### config.mk
export PLATFORM = sky130hd
export DESIGN_NAME = ps2_scancode_decoder
export DESIGN_NICKNAME = d
export VERILOG_FILES = /design/src/rtl/ps2_pkg.sv /design/src/rtl/ps2_scancode_lut.sv /design/src/rtl/ps2_scancode_decoder.sv
export SDC_FILE = /design/constraint.sdc
export NUM_CORES = 1
export LEC_CHECK = 0
export ABC_CLOCK_PERIOD_IN_PS = 6500
export CORE_MARGIN = 2
export CORE_UTILIZATION = 40
export CTS_BUF_LIST = sky130_fd_sc_hd__clkbuf_4 sky130_fd_sc_hd__clkbuf_8
export DETAILED_ROUTE_END_ITERATION = 12
export GPL_TIMING_DRIVEN = 0
export PLACE_DENSITY_LB_ADDON = 0.15
export REMOVE_ABC_BUFFERS = 1
export SLEW_MARGIN = 20
export SYNTH_ARGS = -nofsm -noshare
export SYNTH_HDL_FRONTEND = slang
export SYNTH_SLANG_ARGS = --single-unit
### constraint.sdc
create_clock -name clk -period 6.5 [get_ports clk]
set_clock_uncertainty 0.15 [all_clocks]
set_input_delay 0.65 -clock clk [delete_from_list [all_inputs] [get_ports clk]]
set_output_delay 0.65 -clock clk [all_outputs]
set_load 0.05 [all_outputs]
### src/rtl/ps2_pkg.sv
// Shared constants for the PS/2 Scan Code Set 2 decoder.
//   - ps2_state_e : decoder FSM states (2-bit encoding)
//   - prefix and keyboard status byte constants
//   - is_status() : true for bytes the keyboard sends that are not key codes
package ps2_pkg;

  typedef enum logic [1:0] {
    StIdle     = 2'd0,
    StBreak    = 2'd1,
    StExt      = 2'd2,
    StExtBreak = 2'd3
  } ps2_state_e;

  localparam logic [7:0] PS2_BREAK  = 8'hF0;
  localparam logic [7:0] PS2_EXT    = 8'hE0;

  localparam logic [7:0] PS2_BAT_OK = 8'hAA;
  localparam logic [7:0] PS2_ACK    = 8'hFA;
  localparam logic [7:0] PS2_ECHO   = 8'hEE;
  localparam logic [7:0] PS2_RESEND = 8'hFE;
  localparam logic [7:0] PS2_ERR0   = 8'h00;
  localparam logic [7:0] PS2_ERR1   = 8'hFF;

  function automatic logic is_status(input logic [7:0] b);
    return (b == PS2_BAT_OK) || (b == PS2_ACK) || (b == PS2_ECHO) ||
           (b == PS2_RESEND) || (b == PS2_ERR0) || (b == PS2_ERR1);
  endfunction

endpackage

### src/rtl/ps2_scancode_lut.sv
// Combinational Set 2 make code -> uppercase ASCII table.
//   scancode : input make code
//   ascii    : mapped character (00 when not mapped)
//   hit      : 1 when scancode has a mapping
module ps2_scancode_lut (
  input  logic [7:0] scancode,
  output logic [7:0] ascii,
  output logic       hit
);

  always_comb begin
    ascii = 8'h00;
    hit   = 1'b1;
    unique case (scancode)
      8'h1C: ascii = 8'h41; // A
      8'h32: ascii = 8'h42; // B
      8'h21: ascii = 8'h43; // C
      8'h23: ascii = 8'h44; // D
      8'h24: ascii = 8'h45; // E
      8'h2B: ascii = 8'h46; // F
      8'h34: ascii = 8'h47; // G
      8'h33: ascii = 8'h48; // H
      8'h43: ascii = 8'h49; // I
      8'h3B: ascii = 8'h4A; // J
      8'h42: ascii = 8'h4B; // K
      8'h4B: ascii = 8'h4C; // L
      8'h3A: ascii = 8'h4D; // M
      8'h31: ascii = 8'h4E; // N
      8'h44: ascii = 8'h4F; // O
      8'h4D: ascii = 8'h50; // P
      8'h15: ascii = 8'h51; // Q
      8'h2D: ascii = 8'h52; // R
      8'h1B: ascii = 8'h53; // S
      8'h2C: ascii = 8'h54; // T
      8'h3C: ascii = 8'h55; // U
      8'h2A: ascii = 8'h56; // V
      8'h1D: ascii = 8'h57; // W
      8'h22: ascii = 8'h58; // X
      8'h35: ascii = 8'h59; // Y
      8'h1A: ascii = 8'h5A; // Z
      8'h45: ascii = 8'h30; // 0
      8'h16: ascii = 8'h31; // 1
      8'h1E: ascii = 8'h32; // 2
      8'h26: ascii = 8'h33; // 3
      8'h25: ascii = 8'h34; // 4
      8'h2E: ascii = 8'h35; // 5
      8'h36: ascii = 8'h36; // 6
      8'h3D: ascii = 8'h37; // 7
      8'h3E: ascii = 8'h38; // 8
      8'h46: ascii = 8'h39; // 9
      8'h29: ascii = 8'h20; // space
      8'h5A: ascii = 8'h0D; // enter
      8'h66: ascii = 8'h08; // backspace
      default: hit = 1'b0;
    endcase
  end

endmodule

### src/rtl/ps2_scancode_decoder.sv
// PS/2 Scan Code Set 2 decoder: filters break/extended/status bytes, maps make
// codes to ASCII and presents them through a one-entry valid/ready register.
//   clk, rst                 : clock, synchronous active-high reset
//   ps2_received_data/_strb  : byte stream from the PS/2 receiver
//   ascii_data, ascii_valid  : pending character for the consumer
//   ascii_ready              : consumer accept
//   overflow                 : one-cycle pulse when a mapped char is dropped
module ps2_scancode_decoder
  import ps2_pkg::*;
(
  input  logic       clk,
  input  logic       rst,
  input  logic [7:0] ps2_received_data,
  input  logic       ps2_received_data_strb,
  output logic [7:0] ascii_data,
  output logic       ascii_valid,
  input  logic       ascii_ready,
  output logic       overflow
);

  ps2_state_e state_q, state_d;

  logic [7:0] data_q, data_d;
  logic       valid_q, valid_d;
  logic       overflow_q, overflow_d;

  logic [7:0] lut_ascii;
  logic       lut_hit;

  ps2_scancode_lut u_lut (
    .scancode (ps2_received_data),
    .ascii    (lut_ascii),
    .hit      (lut_hit)
  );

  // State register.
  always_ff @(posedge clk) begin
    if (rst) begin
      state_q    <= StIdle;
      data_q     <= 8'h00;
      valid_q    <= 1'b0;
      overflow_q <= 1'b0;
    end else begin
      state_q    <= state_d;
      data_q     <= data_d;
      valid_q    <= valid_d;
      overflow_q <= overflow_d;
    end
  end

  // Next-state logic.
  always_comb begin
    state_d = state_q;
    if (ps2_received_data_strb) begin
      unique case (state_q)
        StIdle: begin
          if (ps2_received_data == PS2_BREAK)    state_d = StBreak;
          else if (ps2_received_data == PS2_EXT) state_d = StExt;
          else                                   state_d = StIdle;
        end
        StExt: begin
          if (ps2_received_data == PS2_BREAK) state_d = StExtBreak;
          else                                state_d = StIdle;
        end
        StBreak, StExtBreak: state_d = StIdle;
        default:             state_d = StIdle;
      endcase
    end
  end

  // Holding register and overflow.
  logic lookup_en, reg_free, load, drop;

  always_comb begin
    lookup_en  = ps2_received_data_strb && (state_q == StIdle) &&
                 (ps2_received_data != PS2_BREAK) && (ps2_received_data != PS2_EXT) &&
                 !is_status(ps2_received_data);
    // Free if empty or being drained this cycle, allowing back-to-back loads.
    reg_free   = !valid_q || ascii_ready;
    load       = lookup_en && lut_hit && reg_free;
    drop       = lookup_en && lut_hit && !reg_free;

    data_d     = data_q;
    valid_d    = valid_q;
    overflow_d = drop;
    if (load) begin
      data_d  = lut_ascii;
      valid_d = 1'b1;
    end else if (valid_q && ascii_ready) begin
      valid_d = 1'b0;
    end
  end

  assign ascii_data  = data_q;
  assign ascii_valid = valid_q;
  assign overflow    = overflow_q;

endmodule
* Word level (Yosys, flattened, before mapping)
Index checks and enable logic that the tools add are counted.
** Word-level totals
- Flip-flop bits (word level) :: 12
- Latch bits :: 0
- Bits in read-only memories :: 0
- Bits in writable memories :: 0
- Memories :: 0
- Word-level logic and storage cells :: 85
** Operators by class
- Div/mod/pow operators :: 0
- Multiply operators :: 0
- $lt $le $gt $ge :: 0
- Reduce and logical (&&, ||, !) cells :: 22
- Add/sub/neg operators :: 0
- Muxes and demuxes :: 8
- Bitwise logic cells :: 0
- Equality and inequality tests :: 51
- Shifts and indexed selects :: 0
** Operator list (number)
- $pmux 7 s39 :: 1
- $eq 8x6->1 const B :: 23
- $eq 8x7->1 const B :: 9
- $eq 8x5->1 const B :: 7
- $eq 8x8->1 const B :: 7
- $reduce_or 39->1 :: 1
- $ne 8x8->1 const B :: 2
- $logic_and 1x1->1 :: 8
- $logic_not 8->1 :: 1
- $logic_or 1x1->1 :: 6
- $mux 2 :: 3
- $pmux 2 s3 :: 1
- $eq 2x2->1 const B :: 2
- $logic_not 1->1 :: 3
- $mux 1 :: 3
- $eq 2x1->1 const B :: 1
- $logic_not 2->1 :: 1
- $reduce_bool 2->1 :: 1
- $reduce_or 2->1 :: 1

* Longest topological paths before layout
Gate-level depths: netlist of run 1.
- Word-level depth :: 11
- Gate-level depth with buffers :: 10
- Gate-level depth less buffers :: 6

* Hierarchy
Synthesis of run 1 repeated with hierarchy kept, for this count alone.
** Second synthesis, totals
- Cells, all modules :: 202
- Area total of the unflattened synthesis :: 1458.9 µm²
** Modules (own cells, without submodules)
- ps2_scancode_lut :: area each 823.3 µm², cells each 129, times used 1
- ps2_scancode_decoder :: area each 635.6 µm², cells each 73, times used 1

* Worst setup path before layout of run 1
No wires, ideal clock.
- Path kind :: in2reg
- Start :: input port ps2_received_data[1]
- End :: register data_q[5], in the netlist ascii_data[5]
- Slack :: 3908 ps
- Setup time :: 121 ps
- Required time :: 6229 ps
- Buffers on the path :: 2
- Stages :: 8
- Arrival :: 2321 ps
- Path through :: buf_2 buf_2 nor3b_1 o21ai_0 a21oi_1 nand4b_2 o31ai_4 mux2_4
** Between the ends
- Word-level cells in the longest chain between the ends :: 10
** Ends and longest elaborated chain
- start, declared :: line ps2_scancode_decoder.sv:13 : input logic [7:0] ps2_received_data,
- parallel branches: the longest is 10 deep, another holds $reduce_or 39->1
- end signal, assigned :: line ps2_scancode_decoder.sv:45 : data_q <= data_d;
- end, declared :: line ps2_scancode_decoder.sv:23 : logic [7:0] data_q, data_d;
Parallel ways; which one is timed is not known.
A chain may end at the register's enable or synchronous reset.

* Worst setup path after layout of run 1
- Start :: input port ps2_received_data[4]
- End :: register data_q[5], in the netlist ascii_data[5]
Same word-level chain as after synthesis.

==> impl_results.md, run 1 <==
* Status: finished clean
* Max-slew headroom at 0.265
* Asr flop ratio synth at 0
* Layout cell share with drive strength beyond 1 at 0.101
* Warnings from Yosys at 0
* CTS H-Tree Depth at 1
* Non-Filler Instances at 267
* Min-Delay Path Depth at 2
* Worst reg-to-reg setup slack at 4.67 ns
* Crit Path Category: input port to flip-flop
* Filler Cells Inserted at 398
* Leak Pwr at 0.613 nW
* Placement Setup Slack at 2.50 ns
* Flops & latches, synth at 11
* Die X-Extent at 68.4 um
* Vias per inst at 6.28
* Clk_lat worst skew at 0.24 ns
* Vias in the first global route at 1,552
* Crit Path Max Fanout at 32
* Critical R2R Launch: ascii_valid$_SDFFE_PP0P_
* IO buf count at 20
* Dpl cells at 263
* Max cap viols at 0
* Num ports at 22
* Critical Path RT at 6.47 ns
* Starting Density at 0.414
* Slew of the pin with the lowest slew margin at 1.10 ns
* Setup bufs post-CTS at 0
* Post-route minimum period at 3.75 ns
* Seq/Total Area, Yosys at 0.133
* Main synth FF type: dfxtp_1
* Final period utilization at 0.576
* Clk sinks at 11
* Initial antenna violation count at 0
* GPL Wtd Cong at 0.946
* FP Rows at 23
* Mean Syn Cell Area at 7.60 sq um
* Setup_tns at 0 ns
* Reg2reg end: ascii_data[5]$_SDFFE_PP0P_
* First-pass GRT wire length at 7470 um
* Final std cell area, no fill at 1820 sq um
* Worst-path clk slew at 0.05 ns
* Drt pass-1 iters at 4
* Final setup vio count at 0
* Post-Syn Instances at 218
* Worst hold slack at 0.304 ns
* Slew Viols, Final at 0
* CTS tree: built
* Die Area at 4670 sq um
* Largest net degree at the start of global routing at 39
* DRC viols at 0
* Drt initial violations at 92
* Nets at 230
* Crit path DAT at 3.72 ns
* Root buf cell: clkbuf_8
* Post-route ant nets at 0
* Reg2Reg Depth at 5
* CP Launch Type: input port
* Post-cts resize count at 0
* DR WL/cell at 16.8 um
* Critical Path Sink: ascii_data[5]$_SDFFE_PP0P_
* Area Growth Syn to Fin at 9.89%
* Core area at 4000 sq um
* Max frequency at 267 MHz
* Routed WL at 4480 um
* Maximum vdd drop at 59.0 uV
* Antenna fix cells at 0
* Final worst slack at 2.75 ns
* Cell Area, Placed at 1790 sq um
* Cell Pwr Density at 121 nW/um^2
* Type of destination of the critical path: flip-flop
* Critical path startpoint: ps2_received_data[4]
* TritonCTS Buffers at 3
* Hpwl dp at 3010 um
* Vias at 1,678
* Netlist cell types at 64
* GRT overflow at 0
* Hold buffer count at cts at 0
* Die height at 68.4 um
* Number of synthesized flops with an enable pin at 0
* Hold Violations, Final at 0
* HP Class: flip-flop to flip-flop
* Global Route Usage Sum at 0.206
* Synth Cell Area at 1660 sq um
* CTS Buffer Depth at 2
* RSZ-0062 raised after global routing: false
synthesized netlist by cell type (4+ instances only):
master / instances / area share
nand2b_1: 11 / 0.042
o21ai_0: 8 / 0.024
buf_2: 16 / 0.048
o211ai_1: 5 / 0.023
nor3_1: 8 / 0.024
nand4_1: 4 / 0.015
nand3_1: 7 / 0.021
nor2_1: 9 / 0.020
nor3b_1: 7 / 0.032
a21oi_1: 11 / 0.033
nor4bb_1: 7 / 0.042
inv_1: 5 / 0.011
nor2b_1: 8 / 0.030
dfxtp_1: 11 / 0.13
mux2i_1: 7 / 0.042
nand2_1: 12 / 0.027
logic make-up after synthesis:
group | share of synthesized area
multiplexers | 0.0514
AO/OA/AOI/OAI | 0.267
flip-flops | 0.133
buffers and inverters | 0.0914
other | 0.00226
AND/OR/NAND/NOR | 0.434
XOR/XNOR | 0.0212
critical path: stages:
cell and delay, ns:
clkdlybuf4s50_1 0.99, and4b_1 0.51, o311ai_2 0.33, o21a_1 0.20
nand4b_2 0.20, o31ai_4 0.49, mux2_4 0.34
stage by stage:
step	util	power [W]
2_1_floorplan	-	0.000113
3_3_place_gp	0.447	0.000148
3_5_place_dp	0.447	0.000150
4_1_cts	0.459	0.000223
5_1_grt	0.455	0.000233
6_report	0.455	0.000221
worst min path at each step:
stage	end	slack (ns)	from
global placement	ascii_data[1]$_SDFFE_PP0P_	0.29	ascii_data[1]$_SDFFE_PP0P_
detailed placement	ascii_data[1]$_SDFFE_PP0P_	0.30	ascii_data[1]$_SDFFE_PP0P_
floorplan	state_q[0]$_SDFFE_PP0P_	0.31	state_q[0]$_SDFFE_PP0P_
global route	ascii_data[3]$_SDFFE_PP0P_	0.35	ascii_data[3]$_SDFFE_PP0P_
CTS	ascii_data[1]$_SDFFE_PP0P_	0.31	ascii_data[1]$_SDFFE_PP0P_
finish	ascii_data[1]$_SDFFE_PP0P_	0.30	ascii_data[1]$_SDFFE_PP0P_
state kept, by name, indices dropped and copies added, names as in the netlist:
register,flops
ascii_data,7
state_q,2
ascii_valid,1
overflow,1
power by group:
group | switching [W] | total, W | internal (W)
Combinational | 0.0000492 | 0.0000785 | 0.0000293
Sequential | 0.000000678 | 0.0000697 | 0.0000690
Clock | 0.0000258 | 0.0000730 | 0.0000472
cells in the final DEF, fill, tap and decap left out, types with 4 or more instances in the layout:
master / count
dfxtp_1: 11
nor2_1: 9
nor3b_1: 7
nand4_1: 4
nand3_1: 7
nor3_1: 8
mux2i_1: 7
clkdlybuf4s50_1: 17
o21ai_0: 8
nor2b_1: 8
o211ai_1: 5
nor4bb_1: 7
nand2b_1: 11
a21oi_1: 11
nand2_1: 12
inv_1: 5
layer usage:
metal / vias up / global-route usage / share of wire
li1: 828 / - / -
met1: 792 / 0.285 / 0.46
met2: 52 / 0.331 / 0.48
met3: 6 / 0.0411 / 0.048
met4: 0 / 0.0375 / 0.011
met5: - / 0 / 0
layout make-up:
| cell class | instances | area [sq um] | area share |
|---|---|---|---|
| Timing Repair Buffer | 20 | 185 | 0.102 |
| Inverter | 5 | 18.8 | 0.0103 |
| Sequential cell | 11 | 220 | 0.121 |
| Tap cell | 50 | 62.6 | 0.0344 |
| Clock buffer | 4 | 48.8 | 0.0268 |
| Multi-Input combinational cell | 177 | 1280 | 0.706 |
No activity file was read; power rests on OpenSTA's default activity.
==> run 2: changes to the inputs <==
- ABC_CLOCK_PERIOD_IN_PS: 6500 -> 3600
- clock period: 6.5 -> 3.6 ns (I/O delays scaled with it)
==> run 2 against run 1 <==
Via count unchanged; core utilization grew 0.063 points; wire length is essentially flat; power increased by 81%; die area unchanged; final cell count unchanged; register-to-register slack worse by 2.9 ns; critical path depth is the same; largest cell class unchanged; non-clock buffer count unchanged.
==> impl_results.md, run 2 (synthesized netlist as in run 1, its figures left out) <==
* Worst-path clk slew at 0.05 ns (about the same)
* Largest net degree at the start of global routing at 39 (unchanged)
* Core area at 4000 sq um (unchanged)
* Num ports at 22 (unchanged)
* Min-Delay Path Depth at 2 (unchanged)
* Die height at 68.4 um (unchanged)
* Hold buffer count at cts at 0 (unchanged)
* GRT overflow at 0 (unchanged)
* Most common cell after layout, fill and taps aside: clkdlybuf4s50_1 (unchanged)
* Worst hold slack at 0.304 ns (unchanged)
* HP Class: flip-flop to flip-flop (unchanged)
* TritonCTS Buffers at 3 (unchanged)
* DR WL/cell at 16.8 um (about the same)
* Maximum vdd drop at 107 uV (was 59.0 uV)
* Hold Violations, Final at 0 (unchanged)
* Root buf cell: clkbuf_8 (unchanged)
* Area Growth Syn to Fin at 10.0% (was 9.89%)
* Nets at 230 (unchanged)
* Slew Viols, Final at 0 (unchanged)
* Cell Pwr Density at 219 nW/um^2 (was 121 nW/um^2)
* Die Area at 4670 sq um (unchanged)
* Status: finished clean (unchanged)
* Crit Path Max Fanout at 32 (unchanged)
* Crit Path Category: input port to flip-flop (unchanged)
* Drt pass-1 iters at 4 (unchanged)
* Vias at 1,678 (unchanged)
* Crit path DAT at 3.33 ns (was 3.72 ns)
* Sw Share at 0.342 (about the same)
* CTS Buffer Depth at 2 (unchanged)
* Setup_tns at 0 ns (unchanged)
* Max frequency at 298 MHz
* Sequential Power Share at 0.315 (about the same)
* Routed WL at 4490 um (was 4480 um)
* Slew of the pin with the lowest slew margin at 1.10 ns (about the same)
* P_int at 0.000263 W (was 0.000146 W)
* CTS H-Tree Depth at 1 (unchanged)
* FP Rows at 23 (unchanged)
* Final period utilization at 0.933
* Commonest cells after routing, fill and taps aside: clkdlybuf4s50_1, nand2_1, a21oi_1, nand2b_1, dfxtp_1 (unchanged)
* Antenna fix cells at 0 (unchanged)
* Max FFs per register at 7 (unchanged)
* Critical Path RT at 3.57 ns (was 6.47 ns)
* Setup bufs post-CTS at 0 (unchanged)
* Final setup vio count at 0 (unchanged)
* Initial antenna violation count at 0 (unchanged)
* DRC viols at 0 (unchanged)
* Leak Pwr at 0.622 nW (was 0.613 nW)
* Comb pwr share at 0.355 (about the same)
* RSZ-0062 raised after global routing: false (unchanged)
* Drt initial violations at 92 (unchanged)
* GPL Wtd Cong at 0.946 (unchanged)
* Hpwl dp at 3010 um (unchanged)
* Die X-Extent at 68.4 um (unchanged)
* Type of destination of the critical path: flip-flop (unchanged)
* Starting Density at 0.414 (unchanged)
* Clk sinks at 11 (unchanged)
* Global Route Usage Sum at 0.206 (unchanged)
* CP Launch Type: input port (unchanged)
* Vias in the first global route at 1,552 (unchanged)
* Clk_lat worst skew at 0.24 ns (about the same)
* Sw power at 0.000137 W (was 0.0000757 W)
* First-pass GRT wire length at 7470 um (unchanged)
* Fin util at 0.456 (was 0.455)
* Max cap viols at 0 (unchanged)
* Post-route minimum period at 3.36 ns
* Post-cts resize count at 0 (unchanged)
* Reg2Reg Depth at 5 (unchanged)
* Clock Power Share at 0.330 (about the same)
* Post-route ant nets at 0 (unchanged)
* IO buf count at 20 (unchanged)
* Layout cell share with drive strength beyond 1 at 0.101 (unchanged)
* Max-slew headroom at 0.265 (about the same)
* Vias per inst at 6.28 (unchanged)
* CTS tree: built (unchanged)
-- run 2: changes by cell type in the layout (fill, tap and decap cells not counted) --
cell,previous run,this run
clkdlybuf4s50_1,17,16
dlymetal6s2s_1,0,1
-- run 2: per-stage QoR --
stage | instance area, sq um | std cells | setup WS [ns] | total power, W
CTS | 1840 | 267 | 0.120 | 0.000403
global route | 1820 | 267 | 0.0213 | 0.000421
finish | 1820 | 267 | 0.242 | 0.000399
floorplan | 1520 | 193 | 1.46 | 0.000205
detailed placement | 1790 | 263 | -0.113 | 0.000270
global placement | 1790 | 263 | -0.0658 | 0.000268
-- run 2: path summary, 6_finish.rpt --
kind	from	to	slack [ns]
worst max-delay path	ps2_received_data[3]	ascii_data[5]$_SDFFE_PP0P_	0.24
worst min register to register	ascii_data[1]$_SDFFE_PP0P_	ascii_data[1]$_SDFFE_PP0P_	0.30
worst max register to register	ascii_valid$_SDFFE_PP0P_	ascii_data[5]$_SDFFE_PP0P_	1.77
worst min-delay path	ascii_data[1]$_SDFFE_PP0P_	ascii_data[1]$_SDFFE_PP0P_	0.30
-- run 2: worst max-delay path: stages --
cell,delay (ns)
clkdlybuf4s50_1,0.94
and4b_1,0.46
o311ai_2,0.33
o21a_1,0.20
nand4b_2,0.20
o31ai_4,0.49
mux2_4,0.34
-- run 2: final cells by class --
class	instances	area (sq um)
timing repair buffer	20	188
clock buffer	4	48.8
fill	397	2180
tap	50	62.6
sequential	11	220
multi-input combinational	177	1280
inverter	5	18.8
-- run 2: power groups by stage --
stage          Sequential (W)  Combinational (W)  Clock, W
2_1_floorplan        0.000137          0.0000675         0
3_3_place_gp         0.000128           0.000140         0
3_5_place_dp         0.000128           0.000142         0
4_1_cts              0.000126           0.000142  0.000134
5_1_grt              0.000126           0.000154  0.000141
6_report             0.000126           0.000142  0.000132
-- run 2: per-layer routing --
layer	wire [um]	track usage	vias to the layer above
met4	48	0.0375	0
met5	0	0	-
met1	2080	0.285	792
li1	-	-	828
met2	2140	0.331	52
met3	216	0.0411	6
